[src/rtl/pack_bit_pkg.sv]
// pack_bit_pkg: shared widths for the 2-bit symbol to 16-bit word packer.
package pack_bit_pkg;

  localparam int DEF_DATA_W = 16;
  localparam int DEF_SYM_W  = 2;
  localparam int PAIRS      = DEF_DATA_W / DEF_SYM_W;
  localparam int CNT_W      = $clog2(PAIRS);
  localparam int LEN_W      = 4;

endpackage

[src/rtl/pack_bit_out_reg.sv]
// pack_bit_out_reg: single-entry output holding register with valid/ready.
// Holds one word plus its pair count; o_free says a new word may load now.
module pack_bit_out_reg
  import pack_bit_pkg::*;
#(
  parameter int DATA_W = DEF_DATA_W
) (
  input  logic              clk,
  input  logic              rst,
  input  logic              i_load,
  input  logic [DATA_W-1:0] i_data,
  input  logic [LEN_W-1:0]  i_len,
  input  logic              i_ready,
  output logic              o_valid,
  output logic [DATA_W-1:0] o_data,
  output logic [LEN_W-1:0]  o_len,
  output logic              o_free
);

  // Register is free when empty or being drained this cycle.
  assign o_free = !o_valid || i_ready;

  // Load a new word, or drop valid once the consumer takes the current one.
  always_ff @(posedge clk) begin
    if (rst) begin
      o_valid <= 1'b0;
      o_data  <= '0;
      o_len   <= '0;
    end else if (i_load) begin
      o_valid <= 1'b1;
      o_data  <= i_data;
      o_len   <= i_len;
    end else if (i_ready) begin
      o_valid <= 1'b0;
    end
  end

endmodule

[src/rtl/pack_bit.sv]
// pack_bit: packs 2-bit symbols MSB-first into 16-bit words.
// Optional partial-word flush is enabled by defining PACK_BIT_FLUSH_EN;
// without it i_flush is ignored and only full words are emitted.
module pack_bit
  import pack_bit_pkg::*;
#(
  parameter int DATA_W = DEF_DATA_W,
  parameter int SYM_W  = DEF_SYM_W
) (
  input  logic              clk,
  input  logic              rst,
  input  logic              i_valid,
  input  logic [SYM_W-1:0]  i_rx,
  output logic              o_ready,
  input  logic              i_flush,
  output logic              o_valid,
  output logic [DATA_W-1:0] o_data,
  output logic [LEN_W-1:0]  o_len,
  input  logic              i_ready
);

  localparam int NP  = DATA_W / SYM_W;
  localparam int CW  = $clog2(NP);
  localparam int AW  = DATA_W - SYM_W;

  logic [AW-1:0]     r_asm;
  logic [CW-1:0]     r_cnt;

  logic              w_free;
  logic              w_last;
  logic              w_acc;
  logic              w_pend_blk;
  logic [AW-1:0]     w_asm_app;
  logic [CW-1:0]     w_cnt_app;
  logic [AW-1:0]     w_asm_n;
  logic [CW-1:0]     w_cnt_n;
  logic              w_load;
  logic [DATA_W-1:0] w_ld_data;
  logic [LEN_W-1:0]  w_ld_len;
  logic [DATA_W-1:0] w_left;

  // Seven pairs already held: the next pair completes a word.
  assign w_last = (r_cnt == CW'(NP - 1));

`ifdef PACK_BIT_FLUSH_EN
  logic r_flush_pend;
  logic w_pend_n;
  assign w_pend_blk = r_flush_pend;
`else
  logic w_unused_flush;
  assign w_unused_flush = i_flush;
  assign w_pend_blk     = 1'b0;
`endif

  // Stall only the completing pair when the output cannot take its word,
  // and stall everything while a flush waits for the output register.
  assign o_ready = !(w_last && o_valid && !i_ready) && !w_pend_blk;
  assign w_acc   = i_valid && o_ready;

  // Append, word completion and flush decisions for the next cycle.
  always_comb begin
    w_asm_app = r_asm;
    w_cnt_app = r_cnt;
    w_asm_n   = r_asm;
    w_cnt_n   = r_cnt;
    w_load    = 1'b0;
    w_ld_data = '0;
    w_ld_len  = '0;
    w_left    = '0;
`ifdef PACK_BIT_FLUSH_EN
    w_pend_n  = r_flush_pend;
`endif
    if (w_acc && w_last) begin
      // Completing pair: emit the full word; a coincident flush is consumed.
      w_load    = 1'b1;
      w_ld_data = {r_asm, i_rx};
      w_ld_len  = LEN_W'(NP);
      w_asm_n   = '0;
      w_cnt_n   = '0;
`ifdef PACK_BIT_FLUSH_EN
      w_pend_n  = 1'b0;
`endif
    end else begin
      if (w_acc) begin
        w_asm_app = {r_asm[AW-SYM_W-1:0], i_rx};
        w_cnt_app = r_cnt + CW'(1);
      end
      w_asm_n = w_asm_app;
      w_cnt_n = w_cnt_app;
`ifdef PACK_BIT_FLUSH_EN
      // Flush sees the pair appended this cycle; empty assembly is ignored.
      if ((i_flush || r_flush_pend) && (w_cnt_app != '0)) begin
        if (w_free) begin
          w_left    = {w_asm_app, {SYM_W{1'b0}}};
          w_load    = 1'b1;
          w_ld_data = w_left << (SYM_W * (NP - 1 - int'(w_cnt_app)));
          w_ld_len  = LEN_W'(w_cnt_app);
          w_asm_n   = '0;
          w_cnt_n   = '0;
          w_pend_n  = 1'b0;
        end else begin
          w_pend_n  = 1'b1;
        end
      end
`endif
    end
  end

  // Assembly register, pair count and pending-flush state.
  always_ff @(posedge clk) begin
    if (rst) begin
      r_asm <= '0;
      r_cnt <= '0;
`ifdef PACK_BIT_FLUSH_EN
      r_flush_pend <= 1'b0;
`endif
    end else begin
      r_asm <= w_asm_n;
      r_cnt <= w_cnt_n;
`ifdef PACK_BIT_FLUSH_EN
      r_flush_pend <= w_pend_n;
`endif
    end
  end

  pack_bit_out_reg #(
    .DATA_W (DATA_W)
  ) u_out_reg (
    .clk     (clk),
    .rst     (rst),
    .i_load  (w_load),
    .i_data  (w_ld_data),
    .i_len   (w_ld_len),
    .i_ready (i_ready),
    .o_valid (o_valid),
    .o_data  (o_data),
    .o_len   (o_len),
    .o_free  (w_free)
  );

endmodule
[config.mk]
export PLATFORM = sky130hd
export DESIGN_NAME = pack_bit
export DESIGN_NICKNAME = d
export VERILOG_FILES = /design/src/rtl/pack_bit_pkg.sv /design/src/rtl/pack_bit_out_reg.sv /design/src/rtl/pack_bit.sv
export SDC_FILE = /design/constraint.sdc
export NUM_CORES = 1
export LEC_CHECK = 0
export CORE_MARGIN = 2
export CORE_UTILIZATION = 45
export CTS_BUF_LIST = sky130_fd_sc_hd__clkbuf_8
export DETAILED_ROUTE_END_ITERATION = 10
export HOLD_SLACK_MARGIN = 0.02
export PLACE_DENSITY_LB_ADDON = 0.2
export SLEW_MARGIN = 5
export SYNTH_ARGS = -nofsm -noshare
export SYNTH_HDL_FRONTEND = slang
export SYNTH_SLANG_ARGS = --single-unit
[constraint.sdc]
create_clock -name clk -period 1.55 [get_ports clk]
set_clock_uncertainty 0.2 [all_clocks]
set_input_delay 0.31 -clock clk [delete_from_list [all_inputs] [get_ports clk]]
set_output_delay 0.31 -clock clk [all_outputs]
set_load 0.03 [all_outputs]
==> qor.json, run 1 <==
{
  "first_pass_grt_wire_length": {"value": 4560, "unit": "µm"},
  "worst_skew_pair.late_latency": {"value": 280, "unit": "ps"},
  "wl_per_cell": {"value": 11.9, "unit": "µm"},
  "cts_inserted_buffers": {"value": 5},
  "p_clk_share": {"value": 40.6, "unit": "%"},
  "hold_depth": {"value": 2},
  "final.setup.worst_slack": {"value": -299, "unit": "ps"},
  "finish.instance_area": {"value": 1930, "unit": "µm²"},
  "hold_path.class": {"value": "reg -> reg"},
  "grt_use_total": {"value": 17.0, "unit": "%"},
  "vias_per_cell": {"value": 4.89},
  "synth_largest_area_cell": {"value": "sky130_fd_sc_hd__dfxtp_1"},
  "worst_ep_required_time": {"value": 1040, "unit": "ps"},
  "vias_after_detailed_routing": {"value": 1149},
  "cp.buffers_inverters": {"value": 2},
  "tritoncts_clock_tree": {"value": "done"},
  "number_of_top_level_pins": {"value": 29},
  "die_width": {"value": 61.7, "unit": "µm"},
  "p_sw_share": {"value": 21.2, "unit": "%"},
  "worst-endpoint-arrival": {"value": 1340, "unit": "ps"},
  "power.density_cell_area": {"value": 897, "unit": "nW/µm²"},
  "antenna_violating_nets_post_route": {"value": 0},
  "filler_cell_count": {"value": 302},
  "hold_path.startpoint": {"value": "u_out_reg.o_len[3]$_SDFFE_PP0P_"},
  "grt_remaining_overflow": {"value": 0},
  "placed_wire_length_estimate": {"value": 1770, "unit": "µm"},
  "count_of_cell_types_in_the_netlist": {"value": 22},
  "totalPowerFinal": {"value": 1.73, "unit": "mW"},
  "critical_path_depth": {"value": 5},
  "post_route_cells_drive_above_1_share": {"value": 16.8, "unit": "%"},
  "p_int": {"value": 1.36, "unit": "mW"},
  "critical_path.most_common_cell": {"value": "sky130_fd_sc_hd__ha_4"},
  "r2r_setup_slack": {"value": -70, "unit": "ps"},
  "detail_route.first_pass.iterations": {"value": 4},
  "power_frac_seq": {"value": 53.2, "unit": "%"},
  "area_delta_synth_final": {"value": 28.4, "unit": "%"},
  "switchingPower": {"value": 0.367, "unit": "mW"},
  "accumulated_negative_setup_slack": {"value": -822, "unit": "ps"},
  "timing_hold_violations_final": {"value": 0},
  "largest_net_degree_at_the_start_of_global_routing": {"value": 52},
  "drt_wl_total": {"value": 2790, "unit": "µm"},
  "num_antenna_cells": {"value": 0},
  "clk_root_buffer_cell": {"value": "sky130_fd_sc_hd__clkbuf_8"},
  "dpl-instance-area": {"value": 1800, "unit": "µm²"},
  "clk_transition_reported_paths": {"value": 70, "unit": "ps"},
  "total_leakage_power": {"value": 0.718, "unit": "nW"},
  "critical_setup_path_kind": {"value": "reg -> out"},
  "result_of_the_run": {"value": "finished, violations left"},
  "max_rail_drop_vdd": {"value": 702, "unit": "µV"},
  "io_buffers": {"value": 24},
  "drv_slew": {"value": 0},
  "drt_iter0_markers": {"value": 34},
  "path_cells": {"value": "ha_4, ha_4, and3b_2, clkinvlp_4, buf_6"},
  "crit_path_max_incr_delay": {"value": 330, "unit": "ps"},
  "placementRows": {"value": 20},
  "cp_max_delay_cell": {"value": "sky130_fd_sc_hd__dfxtp_2"},
  "grt_antenna_before_repair": {"value": 0},
  "fin_nets": {"value": 199},
  "netlist_instances": {"value": 161},
  "r2r_end": {"value": "r_cnt[2]$_SDFFE_PP0N_"},
  "worst-path-max-fanout": {"value": 3},
  "cp-start-kind": {"value": "register"},
  "drv_cap": {"value": 0},
  "synth.top_cell.area_share": {"value": 46.7, "unit": "%"},
  "final_min_period_over_clock_period": {"value": 119, "unit": "%"},
  "rsz0062_at_grt": {"value": "true"},
  "synth_seq_area_share": {"value": 46.7, "unit": "%"},
  "finalWeightedCongestion": {"value": 0.722},
  "most-common-layout-cells": {"value": "sky130_fd_sc_hd__nand2b_1, sky130_fd_sc_hd__dfxtp_1, sky130_fd_sc_hd__a21oi_1"},
  "ctsHoldBuffers": {"value": 0},
  "rr_worst_depth": {"value": 6},
  "number_of_endpoints_failing_setup_at_the_final_stage": {"value": 16},
  "finalCriticalPeriod": {"value": 1850, "unit": "ps"},
  "clk_path_buf_depth": {"value": 2},
  "failing_checks": {"value": "setup timing"},
  "synth.avg_cell_area": {"value": 9.32, "unit": "µm²"},
  "comb_power_share": {"value": 6.3, "unit": "%"},
  "number_of_storage_elements_in_the_synthesis_netlist": {"value": 35},
  "setup.worst_path.start": {"value": "r_cnt[0]$_SDFFE_PP0N_"},
  "holdWs": {"value": 250, "unit": "ps"},
  "worst_hold_path.endpoint": {"value": "u_out_reg.o_len[3]$_SDFFE_PP0P_"},
  "fp.coreArea": {"value": 3100, "unit": "µm²"},
  "cp-end-kind": {"value": "primary output"},
  "htree_levels": {"value": 2},
  "critPathTopFamily": {"value": "flip-flops"},
  "dieHeight": {"value": 61.7, "unit": "µm"},
  "top_area_cells_in_the_synthesized_netlist": {"value": "sky130_fd_sc_hd__dfxtp_1, sky130_fd_sc_hd__nand2b_1, sky130_fd_sc_hd__mux2i_1"},
  "reg2reg_from": {"value": "r_cnt[0]$_SDFFE_PP0N_"},
  "fmax": {"value": 0.541, "unit": "GHz"},
  "synthesis.area": {"value": 1500, "unit": "µm²"},
  "first_global_vias": {"value": 997},
  "synth.yosys.warnings": {"value": 0},
  "dieArea": {"value": 3810, "unit": "µm²"},
  "start_util": {"value": 48.3, "unit": "%"},
  "cts_num_sinks": {"value": 35},
  "drc_errors": {"value": 0}
}
-- per-layer routing --
| metal | part of all wire [%] | global-route usage, % | vias up |
|---|---|---|---|
| li1 | - | - | 590 |
| met3 | 5.3 | 6.42 | 4 |
| met5 | 0 | 0 | - |
| met2 | 46 | 25.1 | 24 |
| met4 | 1.0 | 7.29 | 0 |
| met1 | 47 | 22.4 | 531 |
-- worst register-to-register path, cell delays in order (launching register included) --
cell	delay, ps
sky130_fd_sc_hd__dfxtp_2	330
sky130_fd_sc_hd__ha_4	160
sky130_fd_sc_hd__ha_4	150
sky130_fd_sc_hd__and3b_2	210
sky130_fd_sc_hd__buf_4	190
sky130_fd_sc_hd__o21ai_0	160
sky130_fd_sc_hd__a21oi_1	100
-- state kept, by name, indices dropped and copies added (netlist names) --
signal / cells
r_cnt: 3
u_out_reg.o_len: 1
u_out_reg.o_data: 16
u_out_reg.o_valid: 1
r_asm: 14
-- repair_timing --
action	4_1_cts	5_1_grt
pin swaps	1	1
endpoints found under the setup margin	37	37
buffers inserted	1	0
cloned	1	0
hold endpoints to repair	0	0
gates resized for setup	23	17
-- worst max-delay path by stage --
stage                                 end  slack (ps)
floorplan           r_cnt[0]$_SDFFE_PP0N_         -40
global placement                  o_ready        -230
detailed placement  r_cnt[0]$_SDFFE_PP0N_        -260
CTS                               o_ready        -310
global route                      o_ready        -360
finish                            o_ready        -300
-- through the flow --
stage	utilization (%)	setup slack (ps)	std cells
finish	62.1	-299	235
global route	62.1	-359	235
CTS	61.2	-314	235
detailed placement	58.0	-262	225
global placement	58.0	-231	225
floorplan	-	-39.5	163
-- cells in the mapped netlist --
cell	n
sky130_fd_sc_hd__nand2b_1	32
sky130_fd_sc_hd__o21ai_1	4
sky130_fd_sc_hd__and3b_1	1
sky130_fd_sc_hd__o21ai_0	12
sky130_fd_sc_hd__dfxtp_1	35
sky130_fd_sc_hd__buf_4	5
sky130_fd_sc_hd__inv_1	3
sky130_fd_sc_hd__buf_2	4
sky130_fd_sc_hd__clkbuf_1	3
sky130_fd_sc_hd__nor2_1	1
sky130_fd_sc_hd__a21oi_1	18
sky130_fd_sc_hd__nand2_1	16
sky130_fd_sc_hd__buf_6	2
sky130_fd_sc_hd__and3_4	1
sky130_fd_sc_hd__ha_1	2
sky130_fd_sc_hd__buf_12	1
sky130_fd_sc_hd__a311oi_1	1
sky130_fd_sc_hd__mux2i_1	16
sky130_fd_sc_hd__conb_1	1
sky130_fd_sc_hd__nor2b_1	1
sky130_fd_sc_hd__nand2b_4	1
sky130_fd_sc_hd__nand3_1	1
-- cells by family (layout without fill, tap and decap cells) --
| group | after synthesis | count (layout) | share of synthesized area (%) |
|---|---|---|---|
| simple gates | 54 | 55 | 20.6 |
| flops | 35 | 35 | 46.7 |
| other cells | 1 | 3 | 0.250 |
| mux | 16 | 16 | 10.7 |
| compound gates | 35 | 35 | 11.9 |
| buf+inv | 18 | 45 | 8.17 |
| fa+ha+maj | 2 | 2 | 1.67 |
-- power groups by stage --
stage	logic, mW	registers [mW]	clock network [mW]
after global routing	0.119	0.919	0.761
after global placement	0.102	0.938	0
final	0.109	0.919	0.701
after CTS	0.108	0.919	0.717
after floorplan	0.0726	0.938	0
after detailed placement	0.105	0.939	0
-- layout make-up --
class | count | area, µm² | area share, %
flip-flops and latches | 35 | 704 | 36.6
multi-input cells | 111 | 734 | 38.1
repair buffers | 34 | 318 | 16.5
well taps | 44 | 55.1 | 2.86
clock inverters | 1 | 3.75 | 0.195
clock buffers | 7 | 96.3 | 5.00
inverters | 3 | 15.0 | 0.779
Power figures use the tool's default switching activity.
==> run 2, diff against run 1 <==
--- a/config.mk
+++ b/config.mk
@@ -6,7 +6,7 @@
 export NUM_CORES = 1
 export LEC_CHECK = 0
 export CORE_MARGIN = 2
-export CORE_UTILIZATION = 45
+export CORE_UTILIZATION = 48
 export CTS_BUF_LIST = sky130_fd_sc_hd__clkbuf_8
 export DETAILED_ROUTE_END_ITERATION = 10
 export HOLD_SLACK_MARGIN = 0.02
==> run 2 against run 1 <==
Compared with the run above: worst hold slack lost 3.2 ps; critical path type unchanged; first-iteration DRC count up 21%; global-route usage grew 0.39 points; cell count down 1.7%; register-to-register slack lost 150 ps; the run still ends with setup timing left; power down 5.1%; wire length rose by 15%; sequential power hardly changed; clock power is 17% lower.
==> qor.json, run 2 (same netlist as run 1, synthesis figures left out) <==
{
  "result_of_the_run": {"value": "finished, violations left"},
  "failing_checks": {"value": "setup timing"},
  "accumulated_negative_setup_slack": {"value": -5390, "unit": "ps", "change": "-4560 ps"},
  "final_min_period_over_clock_period": {"value": 120, "unit": "%", "change": "+0.55 points"},
  "post-place-ws": {"value": -236, "unit": "ps", "change": "+25.6 ps"},
  "crit_path_capture": {"value": "o_ready"},
  "setup.worst_path.start": {"value": "r_cnt[1]$_SDFFE_PP0N_"},
  "placementRows": {"value": 20, "change": "unchanged"},
  "finalCoreUtilization": {"value": 71.1, "unit": "%", "change": "+9.0 points"},
  "io_buffers": {"value": 24, "change": "unchanged"},
  "detail_route.first_pass.iterations": {"value": 4, "change": "unchanged"},
  "tritoncts_clock_tree": {"value": "done"},
  "filler_cell_count": {"value": 232, "change": "-23%"},
  "drt_iter0_markers": {"value": 41, "change": "+21%"},
  "reg2reg_from": {"value": "r_cnt[1]$_SDFFE_PP0N_"},
  "finish.instance_area": {"value": 2140, "unit": "µm²", "change": "+11%"},
  "comb_power_share": {"value": 8.6, "unit": "%", "change": "+2.3 points"},
  "power_frac_seq": {"value": 56.1, "unit": "%", "change": "+2.9 points"},
  "first_global_vias": {"value": 1030, "change": "+3.3%"},
  "largest_register_ffs": {"value": 16, "change": "unchanged"},
  "fp.coreArea": {"value": 3000, "unit": "µm²", "change": "-3.2%"},
  "max_rail_drop_vdd": {"value": 462, "unit": "µV", "change": "-34%"},
  "switchingPower": {"value": 0.370, "unit": "mW", "change": "+0.88%"},
  "dieHeight": {"value": 59.9, "unit": "µm", "change": "-3.0%"},
  "vias_after_detailed_routing": {"value": 1186, "change": "+3.2%"},
  "r2r_setup_slack": {"value": -220, "unit": "ps", "change": "-150 ps"},
  "registers.top_by_ff_count": {"value": "u_out_reg.o_data"},
  "cts_inserted_buffers": {"value": 5, "change": "unchanged"},
  "largest_net_degree_at_the_start_of_global_routing": {"value": 50, "change": "-3.8%"},
  "p_sw_share": {"value": 22.6, "unit": "%", "change": "+1.3 points"},
  "antenna_violating_nets_post_route": {"value": 0, "change": "unchanged"},
  "worst-path-max-fanout": {"value": 2, "change": "-1"},
  "start_util": {"value": 50.0, "unit": "%", "change": "+1.6 points"},
  "rsz0062_at_grt": {"value": "true"},
  "num_antenna_cells": {"value": 0, "change": "unchanged"},
  "rr_worst_depth": {"value": 8, "change": "+2"},
  "post_route_cells_drive_above_1_share": {"value": 33.8, "unit": "%", "change": "+17 points"},
  "final.setup.worst_slack": {"value": -308, "unit": "ps", "change": "-8.53 ps"},
  "first_pass_grt_wire_length": {"value": 4580, "unit": "µm", "change": "+0.46%"},
  "critical_path.most_common_cell": {"value": "sky130_fd_sc_hd__ha_4"},
  "hold_path.class": {"value": "reg -> reg"},
  "r2r_end": {"value": "u_out_reg.o_data[1]$_SDFFE_PP0P_"},
  "most-common-layout-cells": {"value": "sky130_fd_sc_hd__nand2b_1, sky130_fd_sc_hd__dfxtp_1, sky130_fd_sc_hd__mux2i_1"},
  "fin_nets": {"value": 208, "change": "+4.5%"},
  "worst_skew_pair.late_latency": {"value": 280, "unit": "ps", "change": "about the same"},
  "clk_path_buf_depth": {"value": 2, "change": "unchanged"},
  "drv_slew": {"value": 0, "change": "unchanged"},
  "area_delta_synth_final": {"value": 42.4, "unit": "%"},
  "number_of_endpoints_failing_setup_at_the_final_stage": {"value": 36, "change": "+20"},
  "cts_num_sinks": {"value": 35, "change": "unchanged"},
  "vias_per_cell": {"value": 5.13, "change": "+5.0%"},
  "p_int": {"value": 1.27, "unit": "mW", "change": "-6.7%"},
  "wl_per_cell": {"value": 13.9, "unit": "µm", "change": "+17%"},
  "cp-start-kind": {"value": "register"},
  "placed_wire_length_estimate": {"value": 1790, "unit": "µm", "change": "+1.3%"},
  "critical_setup_path_kind": {"value": "reg -> out"},
  "finalWeightedCongestion": {"value": 0.715, "change": "-0.87%"},
  "cp-end-kind": {"value": "primary output"},
  "clk_transition_reported_paths": {"value": 60, "unit": "ps", "change": "about the same"},
  "grt_antenna_before_repair": {"value": 0, "change": "unchanged"},
  "worst_ep_required_time": {"value": 1040, "unit": "ps", "change": "about the same"},
  "htree_levels": {"value": 2, "change": "unchanged"},
  "total_leakage_power": {"value": 0.833, "unit": "nW", "change": "+16%"},
  "timing_hold_violations_final": {"value": 0, "change": "unchanged"},
  "dpl-instance-area": {"value": 1790, "unit": "µm²", "change": "-0.35%"},
  "path_cells": {"value": "ha_4, ha_4, and3b_2, clkinvlp_4, buf_6"},
  "clk_root_buffer_cell": {"value": "sky130_fd_sc_hd__clkbuf_8"},
  "biggestRegsByFlops": {"value": "u_out_reg.o_data: 16 flops, r_asm: 14 flops, r_cnt: 3 flops"},
  "drt_wl_total": {"value": 3210, "unit": "µm", "change": "+15%"},
  "finalCriticalPeriod": {"value": 1860, "unit": "ps", "change": "+8.53 ps"},
  "p_clk_share": {"value": 35.3, "unit": "%", "change": "-5.3 points"},
  "number_of_top_level_pins": {"value": 29, "change": "unchanged"},
  "grt_use_total": {"value": 17.4, "unit": "%", "change": "+0.39 points"},
  "worst-endpoint-arrival": {"value": 1350, "unit": "ps", "change": "about the same"},
  "grt_remaining_overflow": {"value": 0, "change": "unchanged"},
  "holdWs": {"value": 247, "unit": "ps", "change": "-3.17 ps"},
  "crit_path_max_incr_delay": {"value": 350, "unit": "ps", "change": "+20 ps"},
  "die_width": {"value": 59.9, "unit": "µm", "change": "-3.0%"},
  "power.density_cell_area": {"value": 768, "unit": "nW/µm²", "change": "-14%"},
  "drv_cap": {"value": 0, "change": "unchanged"},
  "fmax": {"value": 0.538, "unit": "GHz", "change": "-0.46%"},
  "drc_errors": {"value": 0, "change": "unchanged"},
  "cp_max_delay_cell": {"value": "sky130_fd_sc_hd__dfxtp_2"},
  "footprint_of_the_multi_input_gates": {"value": 853, "unit": "µm²", "change": "+16%"},
  "ctsHoldBuffers": {"value": 0, "change": "unchanged"},
  "dieArea": {"value": 3590, "unit": "µm²", "change": "-5.9%"},
  "seq_area": {"value": 704, "unit": "µm²", "change": "unchanged"}
}
[run 2: area by class of cell]
type                       instances  share of cell area [%]
multi-input combinational        110                    40.0
sequential                        35                    33.0
timing repair buffer              44                    21.0
clock buffer                       5                    3.22
tap                               33                    1.93
inverter                           3                   0.703
clock inverter                     1                   0.176
[run 2: per-layer routing]
| layer | track usage [%] | wire length (µm) | vias up |
|---|---|---|---|
| li1 | - | - | 603 |
| met2 | 28.4 | 1610 | 24 |
| met4 | 6.67 | 68 | 0 |
| met5 | 0 | 0 | - |
| met1 | 20.5 | 1410 | 552 |
| met3 | 6.71 | 122 | 7 |
[run 2: what timing repair did]
item / 4_1_cts / 5_1_grt
endpoints found under the setup margin: 41 / 40
buffers inserted: 5 / 3
pin swaps: 1 / 16
gates resized for setup: 28 / 57
gates cloned: 1 / 1
[run 2: critical path: cells and delay by family (launching register included)]
| family | cells | cell delay (ps) |
|---|---|---|
| adders and majority gates | 2 | 260 |
| buffers and inverters | 2 | 240 |
| and+or+nand+nor | 1 | 220 |
| DFF | 1 | 350 |
[run 2: per-stage QoR]
step | total power [mW] | cells
after floorplan | 1.01 | 163
after global placement | 1.04 | 215
after detailed placement | 1.05 | 215
after CTS | 1.62 | 227
after global routing | 1.71 | 231
final | 1.64 | 231
[run 2: worst min path at each step]
stage | start | to | slack (ps) | cells after the start
after floorplan | i_valid | r_cnt[0]$_SDFFE_PP0N_ | 220 | 1
after global placement | u_out_reg.o_len[3]$_SDFFE_PP0P_ | u_out_reg.o_len[3]$_SDFFE_PP0P_ | 230 | 2
after detailed placement | u_out_reg.o_len[3]$_SDFFE_PP0P_ | u_out_reg.o_len[3]$_SDFFE_PP0P_ | 240 | 2
after CTS | u_out_reg.o_len[3]$_SDFFE_PP0P_ | u_out_reg.o_len[3]$_SDFFE_PP0P_ | 250 | 2
after global routing | u_out_reg.o_len[3]$_SDFFE_PP0P_ | u_out_reg.o_len[3]$_SDFFE_PP0P_ | 260 | 2
final | u_out_reg.o_len[3]$_SDFFE_PP0P_ | u_out_reg.o_len[3]$_SDFFE_PP0P_ | 250 | 2
[run 2: power groups by stage]
| stage | combinational [mW] | clock [mW] | sequential, mW |
|---|---|---|---|
| 5_1_grt | 0.153 | 0.635 | 0.921 |
| 3_5_place_dp | 0.107 | 0 | 0.939 |
| 6_report | 0.141 | 0.579 | 0.921 |
| 2_1_floorplan | 0.0726 | 0 | 0.938 |
| 4_1_cts | 0.115 | 0.590 | 0.919 |
| 3_3_place_gp | 0.104 | 0 | 0.938 |
